`src/rtl/pig_impact.sv`:
```
// pig_impact: turns per-frame bird/pig pixel overlap into a one-shot
// directional impulse for the pig stage, followed by a frame cooldown.
module pig_impact #(
    parameter logic [11:0]        THRESH   = 12'd8,
    parameter logic signed [16:0] PUSH     = 17'sd64,
    parameter logic [3:0]         COOLDOWN = 4'd15
) (
    input  logic               clk,
    input  logic               rst,
    input  logic               vsync,
    input  logic [1:0]         game_state,
    input  logic               bird,
    input  logic               pig,
    input  logic [3:0]         pig_dir,
    input  logic signed [16:0] bird_vx,
    input  logic signed [16:0] bird_vy,
    output logic signed [16:0] pig_force_x,
    output logic signed [16:0] pig_force_y,
    output logic               hit,
    output logic [7:0]         hit_count
);

    typedef enum logic [1:0] {IDLE, ARMED, COOL} state_t;

    state_t             state_q;
    logic [11:0]        tot_q, lft_q, top_q, ctr_q;
    logic [11:0]        tot_d, lft_d, top_d, ctr_d;
    logic [3:0]         cool_q;
    logic signed [16:0] fx_q, fy_q;
    logic signed [16:0] fx_d, fy_d;
    logic               hit_q;
    logic [7:0]         hit_count_q;
    logic               clr, ov, x_pos, y_pos, full;

    function automatic logic [11:0] sat_inc(input logic [11:0] c,
                                            input logic en);
        return (en && c != 12'hFFF) ? c + 12'd1 : c;
    endfunction

    // 18-bit sum so the full-speed case can exceed 17 bits before clamping
    function automatic logic signed [16:0] impulse(
        input logic signed [16:0] v,
        input logic               pos,
        input logic               fullv
    );
        logic signed [17:0] base, push, sum;
        base = fullv ? {v[16], v} : {v[16], v >>> 1};
        push = {PUSH[16], PUSH};
        sum  = pos ? base + push : base - push;
        if (sum > 18'sd65535)
            sum = 18'sd65535;
        else if (sum < -18'sd65535)
            sum = -18'sd65535;
        return sum[16:0];
    endfunction

    assign clr = rst || (game_state == 2'd0) || vsync;
    assign ov  = bird & pig;

    always_comb begin
        tot_d = '0;
        lft_d = '0;
        top_d = '0;
        ctr_d = '0;
        if (!clr) begin
            tot_d = sat_inc(tot_q, ov);
            lft_d = sat_inc(lft_q, ov & ~pig_dir[1]);
            top_d = sat_inc(top_q, ov & ~pig_dir[0]);
            ctr_d = sat_inc(ctr_q, ov & pig_dir[3] & pig_dir[2]);
        end
    end

    always_ff @(posedge clk) begin
        tot_q <= tot_d;
        lft_q <= lft_d;
        top_q <= top_d;
        ctr_q <= ctr_d;
    end

    assign x_pos = {lft_q, 1'b0} > {1'b0, tot_q};
    assign y_pos = {top_q, 1'b0} > {1'b0, tot_q};
    assign full  = ctr_q >= (tot_q >> 1);
    assign fx_d  = impulse(bird_vx, x_pos, full);
    assign fy_d  = impulse(bird_vy, y_pos, full);

    always_ff @(posedge clk) begin
        hit_q <= 1'b0;
        if (rst) begin
            state_q     <= IDLE;
            cool_q      <= '0;
            fx_q        <= '0;
            fy_q        <= '0;
            hit_count_q <= '0;
        end else if (game_state == 2'd0) begin
            state_q <= IDLE;
            cool_q  <= '0;
            fx_q    <= '0;
            fy_q    <= '0;
        end else if (vsync) begin
            unique case (state_q)
                IDLE: begin
                    if (tot_q >= THRESH) begin
                        state_q     <= ARMED;
                        fx_q        <= fx_d;
                        fy_q        <= fy_d;
                        hit_q       <= 1'b1;
                        hit_count_q <= hit_count_q + 8'd1;
                    end
                end
                ARMED: begin
                    state_q <= COOL;
                    fx_q    <= '0;
                    fy_q    <= '0;
                    cool_q  <= COOLDOWN;
                end
                COOL: begin
                    if (cool_q == 4'd0)
                        state_q <= IDLE;
                    else
                        cool_q <= cool_q - 4'd1;
                end
                default: state_q <= IDLE;
            endcase
        end
    end

    assign pig_force_x = fx_q;
    assign pig_force_y = fy_q;
    assign hit         = hit_q;
    assign hit_count   = hit_count_q;

endmodule
```
`config.mk`:
```
export PLATFORM = sky130hd
export DESIGN_NAME = pig_impact
export DESIGN_NICKNAME = d
export VERILOG_FILES = /design/src/rtl/pig_impact.sv
export SDC_FILE = /design/constraint.sdc
export NUM_CORES = 1
export LEC_CHECK = 0
export CAP_MARGIN = 15
export CORE_MARGIN = 3
export CORE_UTILIZATION = 40
export CTS_CLUSTER_SIZE = 12
export DETAILED_ROUTE_END_ITERATION = 8
export SETUP_SLACK_MARGIN = 0.02
export SLEW_MARGIN = 0
export SYNTH_ARGS = -nofsm -noshare
export SYNTH_HDL_FRONTEND = slang
export SYNTH_SLANG_ARGS = --single-unit
```
`constraint.sdc`:
```
create_clock -name clk -period 4.75 [get_ports clk]
set_clock_uncertainty 0.2 [all_clocks]
set_input_delay 0.475 -clock clk [delete_from_list [all_inputs] [get_ports clk]]
set_output_delay 0.475 -clock clk [all_outputs]
set_load 0.01 [all_outputs]
```
==> qor.yml <==
pwr:
  power_frac_clock_pct: 38.2
  switching_share_pct: 26.1
  p_leak_nw: 3.45
  powerDensity_nw_per_um2: 234
  p_int_mw: 1.47
  switchingPower_mw: 0.520
  vdd_ir_drop_max_v: 0.000191
  p_seq_share_pct: 41.0
  pwr-share-comb_pct: 20.9
synth:
  synth-seq-cells: 97
  synthSimpleGateAreaFrac_pct: 24.9
  synth_flop_cell: "dfxtp_1"
  syn_nets: 915
  syn_avg_cell_area_sq_um: 8.03
  yosys-top-cells-count: "nand2_1, dfxtp_1, nor2_1"
  synth_edf_count: 0
  synthXorXnorAreaFrac_pct: 8.68
  async_flop_share_pct: 0
  synth_compound_gate_area_share_pct: 17.0
  synth.distinct_cells: 65
  synthTopCellsByArea: "dfxtp_1, ha_1, nand2_1"
  netlist_instances: 804
  seq_area_frac_synth_pct: 30.1
  synth_top_family_by_area: "simple AND/OR/NAND/NOR gates"
  synth_top_area_share_pct: 30.1
  netlist_area_sq_um: 6460
  synth_top_area_cell: "dfxtp_1"
  synthAdderAreaFrac_pct: 13.6
  yosys_warnings: 0
  muxShareOfSynthArea_pct: 2.67
  synth.most_common_cell: "nand2_1"
detailed_routing:
  num_vias: 6208
  antenna_left: 0
  topRoutingLayerUsed: "met4"
  wl_met1_um: 7800
  dr.pass1.iters: 5
  wl_met3_um: 647
  routed_via_density: 5.35
  wl_met2_um: 7910
  wirelength_um: 16700
  drc: 0
  routedWlPerCell_um: 14.4
  drtIter0Drc: 229
global_routing:
  first_global_vias: 5866
  antenna_found_initial: 0
  grt-ovfl-total: 0
  track_usage_pct: 18.8
  grt_max_degree: 49
  grt_pass1_wl_um: 27900
timing:
  finalMaxSlewViolations: 0
  max_slew_margin_pct: 51.0
  period_minus_slack_ns: 4.52
  min_period_over_period_pct: 95.2
  hold_viol_final: 0
  tns_ns: 0
  tightestPinTransition_ns: 0.735
  max_freq_mhz: 221
  setup_violations: 0
clock_tree:
  cts_sinks: 97
  root_buffer: "clkbuf_16"
  clk_latency_ns: 0.35
  cts_max_path_buffers: 2
  htree_levels: 3
  cts_tree: "yes"
  path_clk_slew_ns: 0.07
  numCtsBuffers: 9
  hold_buffers: 0
finish:
  final_layout_size_suffix_gt1_share_pct: 14.8
  area_growth_pct: 31.8
  finish.utilization_pct: 55.0
  design_area_sq_um: 8510
  diodes: 0
  num-nets-final: 1057
place:
  post_dp_cell_area_sq_um: 7940
  port_buffers: 87
  hpwlAfterDp_um: 13100
  place_congestion: 0.916
setup_path:
  cp_max_fo: 5
  crit_path_frequent_cell: "a21o_1"
  slowest_stage: "mux2_2"
  end_kind: "flop"
  worstPathRequired_ns: 4.79
  start_kind: "flop"
  crit_path_cell_trace: "inv_4 > ha_4 > a21o_1 > a21o_1 > a211oi_2 > o21ai_1 > a21oi_1 > nor2b_1 > o21ai_0 > a22o_2 > ha_1 > a21o_1 > a21o_1 > nand2b_1 > a31oi_4 > mux2_2 > or2_2 > o41a_1 > buf_4 > a221o_1"
  cpPeakStageDelay_ns: 0.36
  critPathKind: "reg -> reg"
  cp.arrival_ns: 4.57
  rrSetupSlack_ns: 0.23
floorplan:
  initial_core_util_pct: 41.7
  num_rows: 45
  die-area_sq_um: 17700
  die_y_um: 133
  core_sq_um: 15500
  fp.dieW_um: 133
  io_pins: 88
run:
  maxCapViolations: 0
hold_path:
  hp-class: "reg -> reg"
run_status:
  outcome: "finished clean"
[worst paths after layout]
check,start,end,cells past startpoint
setup / recovery,tot_q[2]$_SDFFE_PP0P_,pig_force_y[7]$_SDFFE_PP0P_,20
hold / removal,pig_force_y[16]$_SDFFE_PP0P_,pig_force_y[16]$_SDFFE_PP0P_,2
setup reg to reg,tot_q[2]$_SDFFE_PP0P_,pig_force_y[7]$_SDFFE_PP0P_,20
hold reg to reg,pig_force_y[16]$_SDFFE_PP0P_,pig_force_y[16]$_SDFFE_PP0P_,2
[per-layer routing]
metal / vias to the layer above / track usage, %
li1: 3157 / -
met1: 2903 / 24.0
met2: 126 / 32.0
met3: 22 / 2.85
met4: 0 / 6.70
met5: - / 0
[flip-flops by register name (all words and copies together) (netlist names)]
signal	cells
state_q	2
cool_q	4
pig_force_y	17
lft_q	12
ctr_q	12
tot_q	12
top_q	12
hit_count	8
hit	1
pig_force_x	17
[placed cells by master (no fill, tap or decap), types with 5 or more instances in the layout]
cell / Yosys / final
nand2_1: 119 / 116
nor2_1: 94 / 90
dfxtp_1: 97 / 90
clkdlybuf4s50_1: 0 / 87
buf_4: 0 / 63
ha_1: 64 / 62
xnor2_1: 37 / 33
nand3_1: 32 / 32
o21ai_0: 35 / 31
a21oi_1: 30 / 26
xor2_1: 27 / 26
inv_1: 28 / 25
o211ai_1: 17 / 17
nand4_1: 15 / 15
a21o_1: 15 / 15
mux2i_1: 15 / 15
nand2b_1: 13 / 13
nor3_1: 14 / 13
and3_1: 12 / 12
clkbuf_16: 0 / 9
a31oi_1: 10 / 8
a211oi_1: 10 / 7
dfxtp_2: 0 / 7
o21ai_1: 2 / 6
or3_1: 6 / 6
and4_1: 6 / 6
a22oi_1: 6 / 6
nand4b_1: 5 / 5
nor4_1: 5 / 5
[repair_timing]
action,CTS,global route
endpoints found under the hold margin,0,0
buffers inserted,0,10
endpoints found under the setup margin,17,33
gates resized for setup,4,53
pin swaps,0,21
[kinds of logic after synthesis]
family                   after synthesis
flip-flops                            97
AO/OA/AOI/OAI                        162
adder cells (fa/ha/maj)               70
AND/OR/NAND/NOR                      343
multiplexers                          17
buffers and inverters                 51
XOR/XNOR                              64
[stage by stage]
stage | hold slack [ns] | cells | setup WS (ns) | power (mW)
5_1_grt | 0.284 | 1160 | -0.00634 | 2.09
3_3_place_gp | 0.241 | 1136 | -0.000339 | 1.19
4_1_cts | 0.253 | 1150 | 0.0375 | 1.96
2_1_floorplan | 0.255 | 804 | 0.0304 | 1.06
6_report | 0.249 | 1160 | 0.226 | 1.99
3_5_place_dp | 0.243 | 1136 | -0.0895 | 1.20
[power groups by stage]
stage / clock network [mW] / registers (mW) / logic [mW]
3_3_place_gp: 0 / 0.833 / 0.358
2_1_floorplan: 0 / 0.833 / 0.224
3_5_place_dp: 0 / 0.833 / 0.364
6_report: 0.759 / 0.815 / 0.415
4_1_cts: 0.781 / 0.815 / 0.369
5_1_grt: 0.816 / 0.814 / 0.458
[area by class of cell]
class | instances | area [sq um]
fill | 1422 | 6970
multi-input combinational | 656 | 4510
sequential | 97 | 1950
timing repair buffer | 153 | 1380
tap | 211 | 264
clock buffer | 10 | 229
inverter | 29 | 111
clock inverter | 4 | 70.1
[critical path: cells and delay by family (launching register included)]
family | cells | cell delay [ns]
adders and majority gates | 2 | 0.51
and+or+nand+nor | 3 | 0.58
AOI/OAI and AO/OA | 12 | 2.19
DFF | 1 | 0.35
buffers and inverters | 2 | 0.22
muxes | 1 | 0.36
Note: power is estimated with default switching activity, not from simulation.
